`config.mk`:
```
export PLATFORM = sky130hd
export DESIGN_NAME = z80_reset_seq
export DESIGN_NICKNAME = d
export VERILOG_FILES = /design/src/rtl/z80_mini_com_pkg.sv /design/src/rtl/z80_btn_debounce.sv /design/src/rtl/z80_reset_seq.sv
export SDC_FILE = /design/constraint.sdc
export NUM_CORES = 1
export LEC_CHECK = 0
export CORE_MARGIN = 8
export CORE_UTILIZATION = 40
export DETAILED_ROUTE_END_ITERATION = 10
export GPL_TIMING_DRIVEN = 0
export PLACE_DENSITY = 0.56
export REMOVE_ABC_BUFFERS = 1
export SLEW_MARGIN = 15
export SYNTH_ARGS = -nofsm -noshare
export SYNTH_HDL_FRONTEND = slang
export SYNTH_SLANG_ARGS = --single-unit
```
`constraint.sdc`:
```
create_clock -name CLK50M -period 4 [get_ports CLK50M]
set_clock_uncertainty 0.05 [all_clocks]
set_input_delay 0.4 -clock CLK50M [delete_from_list [all_inputs] [get_ports CLK50M]]
set_output_delay 0.4 -clock CLK50M [all_outputs]
set_load 0.1 [all_outputs]
```
`src/rtl/z80_mini_com_pkg.sv`:
```
// Shared definitions for the z80_mini_com reset logic: sequencer states,
// reset cause codes and a counter-width helper.
package z80_mini_com_pkg;

  typedef enum logic [1:0] {
    HOLD    = 2'd0,
    STAGGER = 2'd1,
    RUN     = 2'd2
  } rst_state_t;

  localparam logic [1:0] CAUSE_POR = 2'b00;
  localparam logic [1:0] CAUSE_BTN = 2'b01;
  localparam logic [1:0] CAUSE_WDT = 2'b10;

  // Bits needed for a counter that runs from 0 to n-1 (at least one bit).
  function automatic int unsigned cnt_bits(input int unsigned n);
    return (n > 1) ? $clog2(n) : 1;
  endfunction

endpackage

```
`src/rtl/z80_btn_debounce.sv`:
```
// Reset pushbutton conditioning: 2-flop synchroniser followed by a symmetric
// debounce counter; btn_pressed changes only after DEB_CYCLES agreeing samples.
module z80_btn_debounce
  import z80_mini_com_pkg::*;
#(
  parameter int DEB_CYCLES = 16
) (
  input  logic clk,
  input  logic rst_n,
  input  logic btn_n,
  output logic btn_pressed
);

  localparam int DW = cnt_bits(DEB_CYCLES);
  localparam logic [DW-1:0] DEB_LAST = DW'(DEB_CYCLES - 1);

  logic [1:0]    sync_reg;
  logic [DW-1:0] cnt_reg;
  logic [DW-1:0] cnt_next;
  logic          pressed_reg;
  logic          pressed_next;
  logic          sample_low;

  assign sample_low = ~sync_reg[1];

  always_ff @(posedge clk or negedge rst_n) begin
    if (!rst_n) begin
      sync_reg    <= 2'b00;
      cnt_reg     <= '0;
      pressed_reg <= 1'b0;
    end else begin
      sync_reg    <= {sync_reg[0], btn_n};
      cnt_reg     <= cnt_next;
      pressed_reg <= pressed_next;
    end
  end

  // The counter tracks the run of samples that disagree with the current
  // debounced state; any agreeing sample restarts the run.
  always_comb begin
    pressed_next = pressed_reg;
    cnt_next     = '0;
    if (sample_low != pressed_reg) begin
      if (cnt_reg == DEB_LAST) begin
        pressed_next = sample_low;
      end else begin
        cnt_next = cnt_reg + DW'(1);
      end
    end
  end

  assign btn_pressed = pressed_reg;

endmodule

```
`src/rtl/z80_reset_seq.sv`:
```
// Reset sequencer: holds all domains low, then releases them in staggered order
// and records the reset cause. Optional watchdog reset under `RST_WDT_EN.
module z80_reset_seq
  import z80_mini_com_pkg::*;
#(
  parameter int CH_NUM         = 3,
  parameter int HOLD_CYCLES    = 1000,
  parameter int STAGGER_CYCLES = 64,
  parameter int DEB_CYCLES     = 16,
  parameter int CNT_W          = 16,
  parameter int WDT_CYCLES     = 40000
) (
  input  logic              CLK50M,
  input  logic              n_RST,
  input  logic              btn_n_rst,
`ifdef RST_WDT_EN
  input  logic              wdt_kick,
`endif
  output logic [CH_NUM-1:0] n_rst_out,
  output logic              rst_busy,
  output logic [1:0]        rst_cause
);

  localparam longint CNT_MAX = (longint'(1) << CNT_W) - 1;
  localparam logic [CNT_W-1:0] HOLD_LAST = CNT_W'(HOLD_CYCLES - 1);
  localparam logic [CNT_W-1:0] STG_LAST  = CNT_W'((CH_NUM - 1) * STAGGER_CYCLES);

  if (HOLD_CYCLES < 1 ||
      longint'(HOLD_CYCLES + (CH_NUM - 1) * STAGGER_CYCLES) > CNT_MAX ||
      longint'(WDT_CYCLES) > CNT_MAX) begin : g_bad_cfg
    $error("z80_reset_seq: HOLD_CYCLES must be >= 1 and all delays must fit in CNT_W bits");
  end

  logic [1:0]        sync_n_reg;
  logic              sync_n;
  logic              btn_pressed;
  logic              wdt_expire;
  rst_state_t        state_reg;
  rst_state_t        state_next;
  logic [CNT_W-1:0]  cnt_reg;
  logic [CNT_W-1:0]  cnt_next;
  logic [CH_NUM-1:0] out_reg;
  logic [CH_NUM-1:0] out_next;
  logic [CH_NUM-1:0] rel_hit;
  logic [1:0]        cause_reg;
  logic [1:0]        cause_next;

  always_ff @(posedge CLK50M or negedge n_RST) begin
    if (!n_RST) begin
      sync_n_reg <= 2'b00;
    end else begin
      sync_n_reg <= {sync_n_reg[0], 1'b1};
    end
  end

  assign sync_n = sync_n_reg[1];

  z80_btn_debounce #(
    .DEB_CYCLES (DEB_CYCLES)
  ) u_btn_debounce (
    .clk         (CLK50M),
    .rst_n       (n_RST),
    .btn_n       (btn_n_rst),
    .btn_pressed (btn_pressed)
  );

  // Channel gi is released on the STAGGER edge whose count equals its offset.
  genvar gi;
  for (gi = 0; gi < CH_NUM; gi++) begin : g_rel
    localparam logic [CNT_W-1:0] OFS = CNT_W'(gi * STAGGER_CYCLES);
    assign rel_hit[gi] = (cnt_reg == OFS);
  end

`ifdef RST_WDT_EN
  localparam logic [CNT_W-1:0] WDT_LAST = CNT_W'(WDT_CYCLES - 1);

  logic [CNT_W-1:0] wdt_cnt_reg;
  logic [CNT_W-1:0] wdt_cnt_next;

  always_ff @(posedge CLK50M or negedge n_RST) begin
    if (!n_RST) begin
      wdt_cnt_reg <= '0;
    end else begin
      wdt_cnt_reg <= wdt_cnt_next;
    end
  end

  // Held at zero outside RUN, so it starts fresh every time RUN is entered.
  always_comb begin
    wdt_cnt_next = '0;
    if (state_reg == RUN && !wdt_kick) begin
      wdt_cnt_next = wdt_cnt_reg + CNT_W'(1);
    end
  end

  assign wdt_expire = (state_reg == RUN) && (wdt_cnt_reg == WDT_LAST) && !wdt_kick;
`else
  assign wdt_expire = 1'b0;
`endif

  always_ff @(posedge CLK50M or negedge n_RST) begin
    if (!n_RST) begin
      state_reg <= HOLD;
      cnt_reg   <= '0;
      out_reg   <= '0;
      cause_reg <= CAUSE_POR;
    end else begin
      state_reg <= state_next;
      cnt_reg   <= cnt_next;
      out_reg   <= out_next;
      cause_reg <= cause_next;
    end
  end

  always_comb begin
    state_next = state_reg;
    cnt_next   = cnt_reg;
    out_next   = out_reg;
    cause_next = cause_reg;

    // The button wins over a watchdog expiry on the same edge.
    if (btn_pressed) begin
      cause_next = CAUSE_BTN;
    end else if (wdt_expire) begin
      cause_next = CAUSE_WDT;
    end

    case (state_reg)
      HOLD: begin
        out_next = '0;
        if (!sync_n || btn_pressed) begin
          cnt_next = '0;
        end else if (cnt_reg == HOLD_LAST) begin
          state_next = STAGGER;
          cnt_next   = '0;
        end else begin
          cnt_next = cnt_reg + CNT_W'(1);
        end
      end
      STAGGER: begin
        if (btn_pressed) begin
          state_next = HOLD;
          cnt_next   = '0;
          out_next   = '0;
        end else begin
          out_next = out_reg | rel_hit;
          if (cnt_reg == STG_LAST) begin
            state_next = RUN;
            cnt_next   = '0;
          end else begin
            cnt_next = cnt_reg + CNT_W'(1);
          end
        end
      end
      RUN: begin
        if (btn_pressed || wdt_expire) begin
          state_next = HOLD;
          cnt_next   = '0;
          out_next   = '0;
        end
      end
      default: begin
        state_next = HOLD;
        cnt_next   = '0;
        out_next   = '0;
      end
    endcase
  end

  assign n_rst_out = out_reg;
  assign rst_busy  = ~&out_reg;
  assign rst_cause = cause_reg;

endmodule

```
==> results of run 1 <==
==> per-stage QoR <==
| stage | cells | power (mW) | util | worst slack [ns] | hold slack [ns] |
|---|---|---|---|---|---|
| floorplan | 159 | 0.456 | - | 1.63 | 0.0544 |
| global placement | 214 | 0.484 | 0.449 | 1.48 | 0.284 |
| detailed placement | 214 | 0.492 | 0.447 | 1.43 | 0.290 |
| CTS | 221 | 0.739 | 0.471 | 1.42 | 0.142 |
| global route | 221 | 0.779 | 0.471 | 1.12 | 0.173 |
| finish | 221 | 0.730 | 0.471 | 1.46 | 0.115 |
==> cell usage after synthesis <==
master	instances
nor4_2	1
or4_1	1
xnor2_1	3
ha_1	3
nor4_1	2
o21ai_0	4
nand2b_1	2
and4bb_1	1
inv_1	9
nor2b_1	1
o21ai_1	5
buf_4	1
and3_1	3
nand4b_1	1
nand4_1	4
a21oi_1	15
nand3_1	13
nand2_1	20
nor4b_1	1
and2_1	2
conb_1	2
or2_2	2
nor3b_1	2
nor2_1	9
xor2_1	1
dfrtp_1	31
nor3_1	1
or3b_1	2
clkbuf_1	2
o2bb2ai_2	1
a41oi_1	3
buf_2	2
nor4_4	1
a22o_1	2
a21boi_0	1
a31oi_1	9
nor3_2	1
==> cell type report <==
class | count | area [µm²] | share of cell area
Multi-Input combinational cell | 119 | 716 | 0.412
Tap cell | 48 | 60.1 | 0.0346
Inverter | 9 | 33.8 | 0.0194
Clock buffer | 6 | 82.6 | 0.0475
Sequential cell | 31 | 776 | 0.446
Timing Repair Buffer | 7 | 65.1 | 0.0374
Clock inverter | 1 | 5.00 | 0.00288
==> cells in the final DEF, fill, tap and decap left out, types with 4 or more instances in the layout <==
cell	n
o21ai_0	4
dfrtp_1	31
nand3_1	13
a31oi_1	9
clkdlybuf4s50_1	6
clkbuf_8	6
a21oi_1	15
o21ai_1	5
nand4_1	4
nand2_1	20
inv_1	9
nor2_1	9
==> power breakdown <==
group	switching, mW	total [mW]	internal [mW]
Combinational	0.0581	0.103	0.0450
Clock	0.108	0.243	0.135
Sequential	0.0434	0.384	0.341
==> metal layers <==
layer	track usage	routed length, µm
met1	0.151	1510
met2	0.171	1460
met3	0.0376	164
met4	0.0500	44
met5	0	0
==> cells by family after synthesis <==
family / Yosys count / synth area share
AOI/OAI and AO/OA: 40 / 0.157
xor gates and xnor gates: 4 / 0.0226
adders and majority gates: 3 / 0.0242
buffers and inverters: 14 / 0.0379
DFF: 31 / 0.500
other: 2 / 0.00484
and+or+nand+nor: 70 / 0.253
==> worst reg2reg max path, cell delays in order (launching register included) <==
cell and delay (ns):
dfrtp_1 0.43, ha_1 0.27, nand4_1 0.14, and4bb_1 0.26, o2bb2ai_2 0.84, or3b_1 0.42
nand3_1 0.08
==> worst max-delay path by stage <==
stage | start | to | slack, ns | depth (start not counted)
CTS | cnt_reg[0]$_DFFE_PN0P_ | cnt_reg[15]$_DFFE_PN0P_ | 1.42 | 6
floorplan | n_rst_out[1]$_DFFE_PN0P_ | rst_busy | 1.63 | 1
finish | cnt_reg[0]$_DFFE_PN0P_ | cnt_reg[15]$_DFFE_PN0P_ | 1.46 | 6
global placement | cnt_reg[0]$_DFFE_PN0P_ | cnt_reg[15]$_DFFE_PN0P_ | 1.48 | 6
global route | cnt_reg[0]$_DFFE_PN0P_ | cnt_reg[5]$_DFFE_PN0P_ | 1.12 | 6
detailed placement | cnt_reg[0]$_DFFE_PN0P_ | cnt_reg[15]$_DFFE_PN0P_ | 1.43 | 6
==> results.md, run 1 <==
* CP Launch Type: flop
* CP max-delay cell: o2bb2ai_2
* Post-route cell area at 1740 µm²
* CP peak stage delay at 0.84 ns
* Area grow syn2layout at 12.1%
* Status: complete, no violations
* Hpwl dp at 2220 µm
* First-pass GRT wire length at 5670 µm
* Starting density of the core at 0.420
* Via density at 5.45
* Crit Reg-Reg Endpoint: cnt_reg[15]$_DFFE_PN0P_
* Final Hold Viols at 0
* Die height at 78.3 µm
* Syn Inst Count at 164
* Worst-path clk slew at 0.07 ns
* RSZ-0062 raised after global routing: false
* Final worst-path cycle share at 0.635
* Grt ovf at 0
* Leading post-synthesis cells by cell area: dfrtp_1, a21oi_1, nand2_1
* Final Setup Violations at 0
* Worst-Skew Late Latency at 0.28 ns
* Core Area at 3690 µm²
* Clk root buf: clkbuf_8
* Synthesized flop and latch total at 31
* Syn avg cell area at 9.45 µm²
* Element type at the critical path end: flop
* Max reg flops at 16
* Required @ worst endpoint at 4.17 ns
* # diodes at 0
* Critical Path AT at 2.71 ns
* Share of the synthesized area in the top cell type at 0.500
* Slew headroom at 0.290
* IO Pins at 9
* Die Width at 78.3 µm
* Lkg Pwr at 0.742 nW
* Via count at 1205
* Postcts setup bufs at 0
* Die area at 6120 µm²
* Setup TNS at 0 ns
* Crit Path Category: reg2reg
* Fin. max-slew vios at 0
* Cell area after placement at 1650 µm²
* Share of layout cells above drive strength 1 at 0.0809
* DRC at 0
* Hold Crit Class: in2async
* DRT iter0 DRCs at 61
* # fillers at 373
* Final ANT Viol Nets at 0
* GRT Total Usage at 0.116
* Cell Rows at 22
* Critical path's top delay family: simple AND/OR/NAND/NOR gates
* Layout Nets at 179
* DR WL/cell at 14.4 µm
* Post-Syn Area at 1550 µm²
* # clock sinks at 31
* Worst slew pin tran at 1.06 ns
* Synth Warn # at 0
* Unique masters post-synth at 37
* Power Dens Cells at 420 nW/µm²
* GPL Wtd Cong at 0.765
* IO Port Bufs at 7
* DR pass1 iterations at 4
* Max cap viols at 0
* Peak supply drop at 0.206 mV
* Max Fclk at 394 MHz
* Resize count post-CTS at 0
* H-tree Lvls at 2
* Final WL at 3180 µm
* FF-to-FF path depth at 6
* Reg2Reg Setup Slack at 1.46 ns
* Seq/Total Area, Yosys at 0.500
* CP bufs+invs at 0
* Post-CTS Hold Buffers at 0
* Reg2reg start: cnt_reg[0]$_DFFE_PN0P_
* CTS tree: done
* Largest net degree at the start of global routing at 32
* Vias in the first global route at 1167
* Cell taking the most area after synthesis: dfrtp_1
* Post-layout minimum cycle time at 2.54 ns
* Critical path, cell by cell: ha_1, nand4_1, and4bb_1, o2bb2ai_2, or3b_1, nand3_1
* Initial antenna violation count at 0
* Clk buf depth at 2
* CP max FO at 28
* Cts bufs inserted at 5
Power figures use the tool's default switching activity.
==> run 2: changes to the inputs <==
- PLACE_DENSITY: 0.56 -> 0.58
- clock period: 4 -> 2.3 ns (I/O delays scaled with it)
==> run 2 against run 1 <==
Against the previous run:
- critical path depth shrank 4
- critical endpoint is now rst_busy
- clock power grew 130%
- sequential share of layout area shrank 1.8 points
- combinational power grew 85%
- global-route usage grew 0.050 points
- clock-buffer cell count is the same
- register-to-register slack lost 1.3 ns
- power grew 94%
- largest cell class unchanged
- via count grew 4.8%
- worst setup slack lost 1.4 ns
==> results.md, run 2 (synthesis gave the netlist of run 1 again) <==
* # diodes at 0
* Share of layout cells above drive strength 1 at 0.0966
* Die Width at 78.3 µm
* GPL Wtd Cong at 0.816
* Slack of the critical path at 0.0846 ns
* DRT iter0 DRCs at 129
* Commonest non-fill, non-tap cells in the layout: dfrtp_1, nand2_1, a21oi_1
* CP Launch Type: flop
* Die height at 78.3 µm
* Cell area after placement at 1650 µm²
* Hold Crit Class: reg2reg
* DR WL/cell at 14.9 µm
* Post-layout minimum cycle time at 2.22 ns
* CP max FO at 3
* Final Hold Viols at 0
* Initial antenna violation count at 0
* Worst slew pin tran at 0.968 ns
* Via density at 5.64
* H-tree Lvls at 2
* Post-route cell area at 1810 µm²
* Max reg flops at 16
* CTS tree: done
* Clk root buf: clkbuf_8
* Lkg Pwr at 0.770 nW
* Max Fclk at 451 MHz
* Power Dens Cells at 781 nW/µm²
* Cts bufs inserted at 5
* Largest net degree at the start of global routing at 32
* Slew headroom at 0.353
* Final WL at 3330 µm
* Max cap viols at 0
* First-pass GRT wire length at 5680 µm
* Critical Path AT at 1.94 ns
* GRT Total Usage at 0.116
* Final worst-path cycle share at 0.963
* Crit Path Category: reg2out
* Via count at 1263
* DR pass1 iterations at 4
* Clk buf depth at 2
* IO Port Bufs at 7
* Worst-Skew Late Latency at 0.29 ns
* Pre-CTS WS at -0.269 ns
* Total chip power at 1.41 mW
* Layout Nets at 181
* DRC at 0
* Die area at 6120 µm²
* Multi-input gate area at 748 µm²
* Vias in the first global route at 1199
* # fillers at 349
* RSZ-0062 raised after global routing: false
* Postcts setup bufs at 0
* Status: complete, no violations
* Required @ worst endpoint at 2.02 ns
* Worst-path clk slew at 0.07 ns
* Core Area at 3690 µm²
* Grt ovf at 0
* Starting density of the core at 0.420
* Core Util, Final at 0.491
* Final Setup Violations at 0
* Peak supply drop at 0.432 mV
* Cell Rows at 22
* Hpwl dp at 2150 µm
* Area grow syn2layout at 16.8%
* Final ANT Viol Nets at 0
* Most common library cell in the layout ignoring fill and taps: dfrtp_1
* # clock sinks at 31
* FF/Latch Area at 776 µm²
* Element type at the critical path end: output port
* Fin. max-slew vios at 0
* IO Pins at 9
run 2: worst max-delay path, stage by stage (launching register included):
cell and delay, ns:
dfrtp_1 0.42, nand3_1 0.09, clkdlybuf4s50_1 1.13
run 2: path summary, 6_finish.rpt:
path	start	endpoint	slack [ns]	cells after the start
max	n_rst_out[0]$_DFFE_PN0P_	rst_busy	0.08	2
min reg2reg	u_btn_debounce.sync_reg[0]$_DFF_PN0_	u_btn_debounce.sync_reg[1]$_DFF_PN0_	0.30	0
min in group asynchronous	n_RST	sync_n_reg[1]$_DFF_PN0_	0.46	2
min	u_btn_debounce.sync_reg[0]$_DFF_PN0_	u_btn_debounce.sync_reg[1]$_DFF_PN0_	0.30	0
max in group asynchronous	n_RST	cnt_reg[12]$_DFFE_PN0P_	1.29	2
max reg2reg	cnt_reg[0]$_DFFE_PN0P_	cnt_reg[3]$_DFFE_PN0P_	0.15	6
run 2: timing repair:
item / CTS / global route
hold endpoints to repair: 31 / 0
pin swaps: 0 / 1
gates cloned: 0 / 1
setup endpoints to repair: 16 / 9
resized for setup: 1 / 1
hold buffers: 1 / 0
run 2: power by group:
group	total [mW]	internal, mW	switching (mW)
Combinational	0.191	0.0842	0.107
Clock	0.556	0.350	0.206
Sequential	0.667	0.592	0.0751
run 2: cell type report:
type | count | area share
Clock buffer | 6 | 0.0456
Clock inverter | 2 | 0.0194
Inverter | 9 | 0.0187
Multi-Input combinational cell | 120 | 0.413
Sequential cell | 31 | 0.428
Tap cell | 48 | 0.0332
Timing Repair Buffer | 8 | 0.0415
run 2: stage by stage:
| step | hold slack, ns | cells | setup TNS, ns |
|---|---|---|---|
| 3_5_place_dp | 0.264 | 214 | -1.84 |
| 4_1_cts | 0.305 | 223 | 0 |
| 5_1_grt | 0.316 | 224 | 0 |
| 6_report | 0.304 | 224 | 0 |
| 3_3_place_gp | 0.286 | 214 | -1.09 |
| 2_1_floorplan | -0.116 | 159 | 0 |
run 2: layer usage:
metal / vias up / part of all wire / track usage
met3: 6 / 0.071 / 0.0421
li1: 617 / - / -
met2: 31 / 0.45 / 0.175
met1: 609 / 0.46 / 0.141
met5: - / 0 / 0
met4: 0 / 0.020 / 0.0630
